**config.mk**
```make
export PLATFORM = sky130hd
export DESIGN_NAME = ym3438_clkgen
export DESIGN_NICKNAME = d
export VERILOG_FILES = /design/src/rtl/ym3438_clkgen.sv
export SDC_FILE = /design/constraint.sdc
export NUM_CORES = 1
export LEC_CHECK = 0
export BUFFER_PORTS_ARGS = -buffer_cell sky130_fd_sc_hd__buf_2
export CORE_UTILIZATION = 29
export CTS_BUF_LIST = sky130_fd_sc_hd__clkbuf_4 sky130_fd_sc_hd__clkbuf_8
export DETAILED_ROUTE_END_ITERATION = 12
export GPL_ROUTABILITY_DRIVEN = 0
export PLACE_DENSITY_LB_ADDON = 0.08
export REMOVE_ABC_BUFFERS = 1
export SETUP_SLACK_MARGIN = 0.4
export SYNTH_ARGS = -nofsm -noshare
export SYNTH_HDL_FRONTEND = slang
export SYNTH_SLANG_ARGS = --single-unit
export TNS_END_PERCENT = 50
```
**constraint.sdc**
```tcl
create_clock -name MCLK -period 3.3 [get_ports MCLK]
set_input_delay 0.99 -clock MCLK [delete_from_list [all_inputs] [get_ports MCLK]]
set_output_delay 0.99 -clock MCLK [all_outputs]
set_load 0.05 [all_outputs]
```
**src/rtl/ym3438_clkgen.sv**
```systemverilog
// Chip-clock generator: divides MCLK into c1/c2 phase strobes and keeps
// the slot counter that sequences the shift-register and latch primitives.
module ym3438_clkgen #(
   parameter int DIV   = 6,
   parameter int SLOTS = 24
) (
   input  logic       MCLK,
   input  logic       rst,
   input  logic       en,
   input  logic       resync,
   output logic       c1,
   output logic       c2,
   output logic [4:0] cycle,
   output logic       cycle_last,
   output logic       sync
);

   localparam int            PW       = (DIV > 2) ? $clog2(DIV) : 1;
   localparam logic [PW-1:0] PH_LAST  = PW'(DIV - 1);
   localparam logic [PW-1:0] PH_C2    = PW'(DIV / 2);
   localparam logic [4:0]    CYC_LAST = 5'(SLOTS - 1);

   // Power-up values equal the reset values.
   logic [PW-1:0] phase_q = '0;
   logic [PW-1:0] phase_d;
   logic [4:0]    cycle_q = 5'd0;
   logic [4:0]    cycle_d;
   logic          run_s;

   // Strobes are decoded from the held phase and suppressed by rst/resync.
   always_comb begin
      run_s      = en & ~rst & ~resync;
      c1         = run_s & (phase_q == '0);
      c2         = run_s & (phase_q == PH_C2);
      sync       = c1 & (cycle_q == 5'd0);
      cycle      = cycle_q;
      cycle_last = (cycle_q == CYC_LAST);
   end

   // Next-state: rst > resync > en; the slot index only moves on a c2 edge.
   always_comb begin
      phase_d = phase_q;
      cycle_d = cycle_q;
      if (rst || resync) begin
         phase_d = '0;
         cycle_d = 5'd0;
      end else if (en) begin
         phase_d = (phase_q >= PH_LAST) ? '0 : phase_q + PW'(1);
         if (c2) begin
            cycle_d = (cycle_q >= CYC_LAST) ? 5'd0 : cycle_q + 5'd1;
         end else begin
            cycle_d = cycle_q;
         end
      end else begin
         phase_d = phase_q;
         cycle_d = cycle_q;
      end
   end

   // State registers.
   always_ff @(posedge MCLK) begin
      phase_q <= phase_d;
      cycle_q <= cycle_d;
   end

endmodule

```
Word-level counts from Yosys, hierarchy flattened
Cells that the tools add are included.
{"block": "totals", "regBits": 8, "inputBits": 4, "output_inout_bits": 9, "wordCells": 21}
{"block": "classes", "add_sub_neg": 2, "n_lt_le_gt_ge": 2, "eq_ne": 2, "n_mux": 2, "n_bitwise": 7, "reduce_logical": 4}
{"cell": "$add A5 B1 Y5 const B", "count": 1}
{"cell": "$and A1 B1 Y1", "count": 5}
{"cell": "$eq A5 B5 Y1 const B", "count": 1}
{"cell": "$ge A5 B5 Y1 const B", "count": 1}
{"cell": "$logic_not A5 Y1", "count": 1}
{"cell": "$mux W5", "count": 1}
{"cell": "$add A3 B1 Y3 const B", "count": 1}
{"cell": "$eq A3 B2 Y1 const B", "count": 1}
{"cell": "$ge A3 B3 Y1 const B", "count": 1}
{"cell": "$logic_not A3 Y1", "count": 1}
{"cell": "$mux W3", "count": 1}
{"cell": "$not A1 Y1", "count": 2}
{"cell": "$reduce_and A2 Y1", "count": 1}
{"cell": "$logic_or A1 B1 Y1", "count": 1}

Depth between registers and ports, before layout
Gate-level depths: netlist of run 1.
{"block": "logic_depth", "depth_word": 5, "ltp_mapped": 5, "ltp_nobuf": 5}

Worst setup path before layout of run 1
Ideal clock, no wire load.
{"block": "synth_path", "kind": "input to output", "from": "in rst", "to": "out sync", "t_arrival_ps": 3129, "t_required_ps": 2310, "setup_slack_ps": -819, "stages": 4, "path_buffers": 1, "cell_sequence": "or2_1 > buf_6 > nor3_1 > and4b_1"}
{"block": "synth_via", "elab_chain_cells": 5}
{"item": "start, declared", "line": "8", "rtl": "input logic rst,"}
{"item": "$not A1 Y1", "line": "32", "rtl": "run_s = en & ~rst & ~resync;"}
{"item": "$and A1 B1 Y1 (2 in a row)", "line": "32"}
{"item": "$and A1 B1 Y1", "line": "33", "rtl": "c1 = run_s & (phase_q == '0);"}
{"item": "named net c1", "line": "11", "rtl": "output logic c1,"}
{"item": "$and A1 B1 Y1", "line": "35", "rtl": "sync = c1 & (cycle_q == 5'd0);"}
{"item": "end, declared", "line": "15", "rtl": "output logic sync"}
The timed path passes the listed nets, and every way through them passes these cells.

Worst setup path in the final report of run 1
{"block": "layout_path", "from": "in rst", "to": "out sync"}
{"block": "layout_via", "elab_chain_cells": 5}
{"item": "$not A1 Y1", "line": "32"}
{"item": "$and A1 B1 Y1 (2 in a row)", "line": "32"}
{"item": "$and A1 B1 Y1", "line": "33"}
{"item": "$and A1 B1 Y1", "line": "35"}
Every way passes these cells.

==> results by stage, run 1 <==
Status:
- The run finished with clean final reports.

Global route:
- The layer flagged by global routing as most heavily used is met2.
- The first global-routing pass estimated 1.86 mm of wire.
- Entering global routing, the biggest net connects 11 pins.
- For this run the aggregate overflow at the end of global routing stands at 0.
- The overall track demand over capacity in global routing is 0.130.
- For this run, global-route usage on met3 was measured as 0.0653.
- The global routing usage on met1 is 0.166.
- The number of antenna violations at the first check in global routing is 0.
- The number of global-route vias before repair is 420.
- The met2 track utilization from global routing is 0.194.

Routing:
- The first detailed-routing pass took 4 iterations.
- The final antenna-violating net count is 0.
- The number of DRC violations after detailed-routing iteration 0 is 16.
- The ratio of routed vias to standard cells is 5.15.
- The DRC violations left is 0.
- The detail-routed net length per standard cell is 11.6 µm.
- The sum of routed wire length over all layers is 1.15 mm.
- The count of vias placed by the detailed router is 510.

STA:
- The total of endpoints with negative setup slack in the final report is 0.
- The final worst slack is 0.439 ns.
- After routing, the total negative slack on setup checks comes to 0 ns.
- For the final database, setup skew stands at 0.00722 ns.
- The number of endpoints with negative hold slack in the final report is 0.
- Setup repair after global routing left no endpoint under its margin.
- The share of the clock period used by the worst path after layout is 0.867.
- The worst pin sits at a relative slew slack of 0.652.
- The final-report max-slew violation count came to 0.
- Subtracting the final worst setup slack from the clock period gives 2.86 ns.
- The slew at the pin closest to its max-slew limit is 0.518 ns.
- Derived from the worst setup path, the maximum achievable clock frequency is 350 MHz.

Hold path:
- The worst-case hold path end point is phase_q[0]$_SDFFE_PP0P_.
- The worst hold path stage count is 2.
- The class of the most critical hold timing path is reg2reg.
- In this run the most critical hold path is launched from phase_q[0]$_SDFFE_PP0P_.

Placement:
- The placed instances occupy a cell area of 599 µm².
- The setup slack after placement is 0.279 ns.
- The number of placed instances, taps included, is 96.
- Port buffering added 12 buffers.
- The half-perimeter wire length after placement is 866 µm.

Synthesis:
- Counting distinct cell types in the post-synthesis netlist gives 27.
- Sorting the synthesized cells by how often they occur yields 8 x dfxtp_1, 6 x ha_1, 6 x inv_1, 5 x nand2_1, 4 x nand3_1.
- The share of synthesized flip-flops with an asynchronous set or reset is 0.
- The most common cell in the netlist is dfxtp_1.
- The mapped netlist covers 518 µm².
- The cell count after synthesis is 61.
- A synthesized cell averages 8.49 µm².
- Of the synthesized area, sequential elements account for 0.309.
- Yosys mapped a number of flops with a built-in enable equal to 0.
- The area fraction of the dominant cell type after synthesis is 0.309.
- The primary flip-flop cell chosen by synthesis mapping is dfxtp_1.
- The synthesized design spends more area on one cell type than any other, namely dfxtp_1.
- The synthesized design contains 8 register bits.
- For this run, the number of Yosys warnings is 0.
- Ranked by total cell area, the synthesized netlist is headed by dfxtp_1 31%, ha_1 14%, a211oi_1 4.3%.

Cells and area:
- The filler cells instantiated in the layout total 184.
- The area growth from synthesis to layout is 22.7%.
- The combined area of the multi-input logic cells is 324 µm².
- The non-filler instance count after layout is 99.
- The share of final-layout standard cells stronger than drive strength 1 is 0.227.
- The finished layout cell area is 636 µm².
- The antenna diode count is 0.
- The net count of the finished layout is 87.
- The flip-flop and latch area is 160 µm².

Floorplanning:
- The region available for standard cell placement spans 0.00159 mm².
- The initial utilization of the core area, before any placement, comes to 0.325.
- The die covers 0.00196 mm².
- In this run the vertical extent of the chip is 44.3 µm.
- The x dimension of the die is 44.3 µm.
- For this design the top-level I/O count stands at 13.
- The number of rows created at floorplan is 14.

Worst setup path:
- The startpoint kind of the worst setup timing path is a primary input.
- The data required time at the worst endpoint is 2.31 ns.
- The category of the most critical setup path is in2out.
- The worst reg-to-reg path cell count is 5.
- The origin of the critical flop-to-flop path is phase_q[0]$_SDFFE_PP0P_.
- The type of element capturing the critical path is an output port.
- For flop-to-flop paths, the worst setup slack is 1.77 ns.
- The peak fanout along the critical path is 4.
- The endpoint of the worst-slack reg-to-reg timing path is cycle[2]$_SDFFE_PP0P_.
- The signal arrival time at the worst endpoint is 1.87 ns.

Pwr:
- VDD sags by at most 169 µV.
- For this design the ratio of total power to cell area is 305 mW/mm².
- The analysis attributes to cell leakage a power of 0.257 nW.

Clocking:
- After clock tree synthesis, the setup repair step added 0 buffers.
- The clock tree buffer depth is 2.
- The number of sinks on the clock net is 8.
- The number of H-tree levels is 1.
- The clock-pin slew reported for the worst setup and hold paths after clock tree synthesis is 0.05 ns.
- The clock buffer count from CTS is 3.
- CTS placed an instance of clkbuf_4 at the clock tree root.
- The clock latency reported for the late side of the worst-skew pair is 0.25 ns.
- TritonCTS built the clock tree.

Job:
- Across the run, the number of max-cap violations was 0.
## how the worst max path moves through the flow
stage / startpoint / to / slack [ns] / cells past startpoint
after detailed placement: rst / sync / 0.28 / 5
after global placement: rst / sync / 0.29 / 5
after floorplan: rst / sync / -0.79 / 3
final: rst / sync / 0.44 / 5
after CTS: rst / c2 / 0.41 / 5
after global routing: rst / c2 / 0.40 / 5
## layer usage
layer  up-vias  wire, µm
met5         -         0
met3         2        73
li1        260         -
met1       232       568
met2        16       491
met4         0        13
## state kept, by name, indices dropped and copies added (netlist names)
name and cells:
cycle 5, phase_q 3
## cell type report
cell class,count,area share
multi-input combinational,45,0.510
inverter,6,0.0354
tap,24,0.0472
timing repair buffer,13,0.120
sequential,8,0.252
clock buffer,3,0.0354
## worst max-delay path, stage by stage
cell and delay, ns:
buf_2 0.12, or2_1 0.25, nor3_2 0.12, and4b_1 0.23, buf_6 0.16
## where the power goes
| part | total [mW] | switching (mW) | leakage, nW | internal [mW] |
|---|---|---|---|---|
| sequential | 0.0982 | 0.000872 | 0.0646 | 0.0974 |
| combinational | 0.0192 | 0.0129 | 0.179 | 0.00633 |
| clock | 0.0762 | 0.0345 | 0.0138 | 0.0417 |
| total | 0.194 | 0.0483 | 0.257 | 0.145 |
## through the flow
| step | utilization | total power, mW | hold WS, ns |
|---|---|---|---|
| finish | 0.399 | 0.194 | 0.527 |
| global route | 0.399 | 0.204 | 0.565 |
| CTS | 0.397 | 0.198 | 0.536 |
| detailed placement | 0.376 | 0.119 | 0.522 |
| global placement | 0.376 | 0.119 | 0.519 |
| floorplan | - | 0.111 | 0.489 |
## cells in the final DEF, fill, tap and decap left out, drive strengths merged, types with 2 or more instances in the layout
master / synthesis / final
o31ai: 3 / 3
dfxtp: 8 / 8
nand2: 5 / 5
inv: 6 / 6
ha: 6 / 6
nand3: 4 / 4
nor2: 3 / 3
buf: 2 / 12
clkbuf: 0 / 4
a211oi: 3 / 3
and4b: 2 / 2
o21ai: 4 / 4
a32oi: 2 / 2
## logic make-up after synthesis
logic type | synth area share
DFF | 0.309
adders and majority gates | 0.145
buffers and inverters | 0.0749
and+or+nand+nor | 0.268
AOI/OAI and AO/OA | 0.203
## timing repair
action | in CTS | in global routing
hold buffers | 0 | 0
pin swaps | 2 | 0
resized for setup | 3 | 1
setup endpoints to repair | 1 | 1
Power figures use the tool's default switching activity.
==> run 2, diff against run 1 <==
clock period = 2.3 ns   (was 3.3 ns; I/O delays follow)
==> results by stage, run 2 (same netlist as run 1, synthesis figures left out) <==
Cells and area:
- The antenna diode count is 0 (unchanged).
- The number of flip-flops under the largest register name came to 5 (unchanged).
- The number of nets in the layout came to 91 (was 87).
- The most common cell after layout, fill and taps aside is buf_2 (unchanged).
- Most frequent cells in the layout: 8 x buf_2, 6 x inv_1 (was 10 x buf_2, 8 x dfxtp_1, 6 x inv_1, 6 x ha_1, 5 x nand2_1).
- The share of final-layout standard cells stronger than drive strength 1 came to 0.342 (was 0.227).
- The area growth from synthesis to layout is 39.6% (was 22.7%).
- The count of fill cells added during filler insertion is 170 (was 184).

Worst setup path:
- The startpoint kind of the worst setup timing path was a primary input (unchanged).
- In this design, the critical path's most frequently occurring cell is buf_6.
- The cell with the biggest individual delay on the critical path is or2_4 (was or2_1).
- The peak fanout along the critical path was 2 (was 4).
- The category of the most critical setup path is in2out (unchanged).
- The type of element capturing the critical path is an output port (unchanged).
- The signal arrival time at the worst endpoint is 1.54 ns (was 1.87 ns).
- The data required time at the worst endpoint came to 1.61 ns (was 2.31 ns).
- The peak per-stage delay on the critical path was 0.26 ns (was 0.25 ns).
- Chain of cells forming the critical path: buf_6 -> or2_4 -> nor3_4 -> and4b_1 -> buf_6 (was buf_2 -> or2_1 -> nor3_2 -> and4b_1 -> buf_6).

STA:
- Based on the critical path, the design can be clocked at up to 448 MHz.
- The final worst slack is 0.0668 ns (was 0.439 ns).
- The total of endpoints with negative setup slack in the final report came to 0 (unchanged).
- The final-report max-slew violation count was 0 (unchanged).
- Unrepaired setup endpoints after global routing: yes (was no).
- The smallest clock period supported by the final layout is computed as 2.23 ns.
- Of the available clock period, the critical path in the final layout requires 0.971.
- The slew at the pin closest to its max-slew limit is 0.550 ns (was 0.518 ns).
- The worst slew margin relative to its limit is 0.631 (was 0.652).
- The setup TNS is 0 ns (unchanged).
- The clock skew after layout is 0.00695 ns (was 0.00722 ns).
- The number of endpoints with negative hold slack in the final report is 0 (unchanged).

Floorplanning:
- The effective utilization at floorplan is 0.325 (unchanged).
- The overall die area came to 0.00196 mm² (unchanged).
- The chip height is 44.3 µm (unchanged).
- The number of primary I/O pins came to 13 (unchanged).
- The core footprint is 0.00159 mm² (unchanged).
- The number of rows created at floorplan is 14 (unchanged).
- The x dimension of the die came to 44.3 µm (unchanged).

Pwr:
- The power density relative to cell area is 395 mW/mm² (was 305 mW/mm²).
- The worst-case vdd ir drop is 244 µV (was 169 µV).
- The leakage component of the power came to 0.280 nW (was 0.257 nW).

Clocking:
- The clock latency reported for the late side of the worst-skew pair is 0.26 ns (was 0.25 ns).
- The number of H-tree levels was 1 (unchanged).
- The number of sinks on the clock net is 8 (unchanged).
- The cell at the root of the clock tree is clkbuf_4 (unchanged).
- The CTS tree is yes (unchanged).
- The clock-pin slew reported for the worst setup and hold paths after clock tree synthesis is 0.06 ns (was 0.05 ns).
- The clock buffer count from CTS was 3 (unchanged).
- The clock tree buffer depth is 2 (unchanged).
- The number of hold buffers added after cts is 0 (unchanged).

Routing:
- The number of DRC violations after detailed-routing iteration 0 is 10 (was 16).
- The sum of routed wire length over all layers is 1.29 mm (was 1.15 mm).
- The final antenna-violating net count is 0 (unchanged).
- The ratio of routed vias to standard cells was 5.13 (was 5.15).
- The number of iterations in the first detailed-routing pass is 5 (was 4).
- The detail-routed net length per standard cell was 12.5 µm (was 11.6 µm).
- The count of vias placed by the detailed router is 528 (was 510).
- The DRC violations left is 0 (unchanged).

Job:
- The number of max-cap violations is 0 (unchanged).

Global route:
- The overall track demand over capacity in global routing is 0.145 (was 0.130).
- The wire length of the first global-routing pass is 2.01 mm (was 1.86 mm).
- The final global-route overflow total came to 0 (unchanged).
- The pin count of the biggest net entering global routing was 10 (was 11).
- The number of global-route vias before repair is 449 (was 420).
- The number of antenna violations at the first check in global routing came to 0 (unchanged).

Status:
- Run status: complete, no violations (unchanged).

Hold path:
- The class of the most critical hold timing path is reg2reg (unchanged).

Placement:
- The half-perimeter wire length after placement is 916 µm (was 866 µm).
- The setup slack after placement is -0.0970 ns (was 0.279 ns).
- The number of input and output port buffers inserted came to 12 (unchanged).
## run 2: per-stage QoR
step | power [mW] | cells | utilization | cell area (µm²) | hold WS [ns]
final | 0.286 | 103 | 0.454 | 723 | 0.506
after floorplan | 0.159 | 59 | - | 502 | 0.489
after global placement | 0.175 | 99 | 0.390 | 622 | 0.523
after global routing | 0.302 | 103 | 0.454 | 723 | 0.521
after CTS | 0.292 | 103 | 0.433 | 691 | 0.506
after detailed placement | 0.174 | 99 | 0.390 | 622 | 0.528
## run 2: area by class of cell
type | count | area, µm² | area share
Tap cell | 24 | 30.0 | 0.0415
Multi-Input combinational cell | 45 | 353 | 0.488
Timing Repair Buffer | 17 | 126 | 0.175
Inverter | 6 | 22.5 | 0.0311
Clock buffer | 3 | 22.5 | 0.0311
Sequential cell | 8 | 169 | 0.234
## run 2: what timing repair did
action / in CTS / in global routing
gates resized for setup: 11 / 10
setup endpoints to repair: 4 / 4
pin swaps: 4 / 1
setup buffers: 1 / 0
## run 2: layer usage
| metal | track usage | routed length (µm) | up-vias |
|---|---|---|---|
| met4 | 0.127 | 29 | 0 |
| met3 | 0.0245 | 76 | 4 |
| met5 | 0 | 0 | - |
| li1 | - | - | 269 |
| met2 | 0.194 | 563 | 16 |
| met1 | 0.196 | 621 | 239 |
## run 2: power breakdown
group          switching, mW  leakage [nW]  internal [mW]  total, mW
clock network         0.0487        0.0138         0.0598      0.109
registers            0.00145        0.0666          0.138      0.139
logic                 0.0221         0.200         0.0162     0.0383
## run 2: path summary, 6_finish.rpt
check                               start                 endpoint  slack [ns]  depth (start not counted)
setup / recovery                   resync                     sync        0.07                          5
hold / removal    phase_q[0]$_SDFFE_PP0P_  phase_q[0]$_SDFFE_PP0P_        0.51                          2
setup reg to reg  phase_q[2]$_SDFFE_PP0P_    cycle[2]$_SDFFE_PP0P_        0.72                          5
hold reg to reg   phase_q[0]$_SDFFE_PP0P_  phase_q[0]$_SDFFE_PP0P_        0.51                          2
## run 2: critical path, delay by kind of cell
family | cells | cell delay [ns]
simple gates | 3 | 0.60
buf+inv | 2 | 0.25
==> run 3, diff against run 2 <==
ABC_CLOCK_PERIOD_IN_PS = 2300   (was default)
PLACE_DENSITY_LB_ADDON = 0.15   (was 0.08)
TNS_END_PERCENT = default   (was 50)
==> results by stage, run 3 (same netlist as run 1, synthesis figures left out) <==
Status:
- Run status: complete, no violations (unchanged).

Cells and area:
- The finished layout cell area is 774 µm² (was 723 µm²).
- The antenna diode count is 0 (unchanged).
- Most frequent cells in the layout: 7 x buf_6, 7 x buf_4, 6 x buf_2 (was 8 x buf_2, 6 x inv_1).
- The count of fill cells added during filler insertion is 158 (was 170).
- The area growth from synthesis to layout was 49.5% (was 39.6%).
- The number of nets in the layout is 95 (was 91).
- The number of flip-flops under the largest register name is 5 (unchanged).
- The share of final-layout standard cells stronger than drive strength 1 is 0.398 (was 0.342).

STA:
- The final critical path time including I/O delays and setup was 2.23 ns (about the same).
- The slew at the pin closest to its max-slew limit is 0.617 ns (was 0.550 ns).
- The worst slew margin relative to its limit was 0.586 (was 0.631).
- The upper clock frequency limit came to 448 MHz (about the same).
- The clock skew after layout is 0.00150 ns (was 0.00695 ns).
- The number of endpoints with negative hold slack in the final report came to 0 (unchanged).
- The final-report max-slew violation count is 0 (unchanged).
- The total of endpoints with negative setup slack in the final report was 0 (unchanged).
- The share of the clock period used by the worst path after layout was 0.970 (was 0.971).
- Unrepaired setup endpoints after global routing: yes (unchanged).

Worst setup path:
- The cell repeated most along the worst path was buf_6 (unchanged).
- The startpoint kind of the worst setup timing path is a primary input (unchanged).
- The category of the most critical setup path is in2out (unchanged).
- The type of element capturing the critical path is an output port (unchanged).
- The cell with the biggest individual delay on the critical path is or2_4 (unchanged).
- Chain of cells forming the critical path: buf_6 -> or2_4 -> nor3_4 -> and4b_1 -> buf_6 (unchanged).
- The data required time at the worst endpoint is 1.61 ns (about the same).
- The peak fanout along the critical path is 2 (unchanged).
- The signal arrival time at the worst endpoint is 1.54 ns (about the same).
- The worst reg-to-reg path cell count was 5 (unchanged).
- The peak per-stage delay on the critical path is 0.25 ns (was 0.26 ns).

Placement:
- The half-perimeter wire length after placement is 941 µm (was 916 µm).
- The placed cell area was 622 µm² (unchanged).
- The number of input and output port buffers inserted came to 12 (unchanged).

Clocking:
- The clock latency reported for the late side of the worst-skew pair was 0.26 ns (about the same).
- The number of sinks on the clock net is 8 (unchanged).
- The CTS tree is yes (unchanged).
- The number of H-tree levels is 1 (unchanged).
- The clock buffer count from CTS came to 3 (unchanged).
- The number of hold buffers added after cts is 0 (unchanged).
- The clock tree buffer depth is 2 (unchanged).
- The cell at the root of the clock tree is clkbuf_4 (unchanged).
- The clock-pin slew reported for the worst setup and hold paths after clock tree synthesis is 0.05 ns (was 0.06 ns).

Floorplanning:
- The number of primary I/O pins came to 13 (unchanged).
- The x dimension of the die is 44.3 µm (unchanged).
- The effective utilization at floorplan is 0.325 (unchanged).
- The chip height is 44.3 µm (unchanged).
- The core footprint is 0.00159 mm² (unchanged).
- The number of rows created at floorplan is 14 (unchanged).
- The overall die area is 0.00196 mm² (unchanged).

Global route:
- The met3 routing resource usage after global routing came to 0.0122 (was 0.0245).
- The wire length of the first global-routing pass came to 2.16 mm (was 2.01 mm).
- The pin count of the biggest net entering global routing is 10 (unchanged).
- The global routing usage on met1 is 0.210 (was 0.196).
- The highest-utilization routing layer at the global route stage is met2 (was met1).
- The number of global-route vias before repair came to 497 (was 449).
- The overall track demand over capacity in global routing was 0.152 (was 0.145).
- The met2 track utilization from global routing is 0.221 (was 0.194).
- The number of antenna violations at the first check in global routing is 0 (unchanged).
- The final global-route overflow total is 0 (unchanged).

Routing:
- The number of iterations in the first detailed-routing pass came to 6 (was 5).
- The final antenna-violating net count is 0 (unchanged).
- The ratio of routed vias to standard cells is 5.16 (was 5.13).
- The count of vias placed by the detailed router came to 552 (was 528).
- The DRC violations left is 0 (unchanged).
- The sum of routed wire length over all layers came to 1.34 mm (was 1.29 mm).
- The detail-routed net length per standard cell was 12.5 µm (about the same).
- The number of DRC violations after detailed-routing iteration 0 is 16 (was 10).

Pwr:
- The total power was 296 µW (was 286 µW).
- The power density relative to cell area came to 382 mW/mm² (was 395 mW/mm²).
- The leakage component of the power is 0.305 nW (was 0.280 nW).
- The worst-case vdd ir drop is 199 µV (was 244 µV).

Job:
- The number of max-cap violations is 0 (unchanged).

Hold path:
- The class of the most critical hold timing path was reg2reg (unchanged).
- The worst hold path stage count is 2 (unchanged).
run 3: metal layers:
metal	share of wire	vias up	routed length, µm
met5	0	-	0
met4	0.022	0	29
met3	0.028	4	37
met2	0.44	17	593
met1	0.51	257	682
li1	-	274	-
run 3: area by class of cell:
| type | instances | area (µm²) | share of cell area |
|---|---|---|---|
| well taps | 24 | 30.0 | 0.0388 |
| inverters | 6 | 22.5 | 0.0291 |
| flip-flops and latches | 8 | 170 | 0.220 |
| clock buffers | 3 | 22.5 | 0.0291 |
| multi-input cells | 45 | 353 | 0.456 |
| repair buffers | 21 | 176 | 0.228 |
run 3: report_power, final:
| part | internal, mW | switching [mW] | total [mW] |
|---|---|---|---|
| Clock | 0.0599 | 0.0501 | 0.110 |
| Combinational | 0.0229 | 0.0237 | 0.0466 |
| Sequential | 0.138 | 0.00150 | 0.139 |
| Total | 0.220 | 0.0752 | 0.296 |
run 3: timing repair:
item | 4_1_cts | 5_1_grt
endpoints found under the setup margin | 4 | 4
pin swaps | 3 | 1
resized for setup | 15 | 13
buffers inserted | 0 | 5
run 3: final timing paths:
kind	startpoint	to	slack, ns
worst max register to register	phase_q[0]$_SDFFE_PP0P_	cycle[2]$_SDFFE_PP0P_	0.69
worst max-delay path	resync	sync	0.07
worst min register to register	phase_q[0]$_SDFFE_PP0P_	phase_q[0]$_SDFFE_PP0P_	0.50
worst min-delay path	phase_q[0]$_SDFFE_PP0P_	phase_q[0]$_SDFFE_PP0P_	0.50
run 3: through the flow:
stage / hold WS [ns] / std cells / worst slack, ns / util / TNS, ns
3_3_place_gp: 0.524 / 99 / -0.106 / 0.390 / -0.106
6_report: 0.502 / 107 / 0.0684 / 0.486 / 0
4_1_cts: 0.516 / 102 / 0.0732 / 0.440 / 0
2_1_floorplan: 0.489 / 59 / -1.19 / - / -1.76
3_5_place_dp: 0.525 / 99 / -0.129 / 0.390 / -0.129
5_1_grt: 0.542 / 107 / 0.0396 / 0.486 / 0
run 3: critical path: cells and delay by family:
kind,cells,cell delay (ns)
simple gates,3,0.60
buf+inv,2,0.25
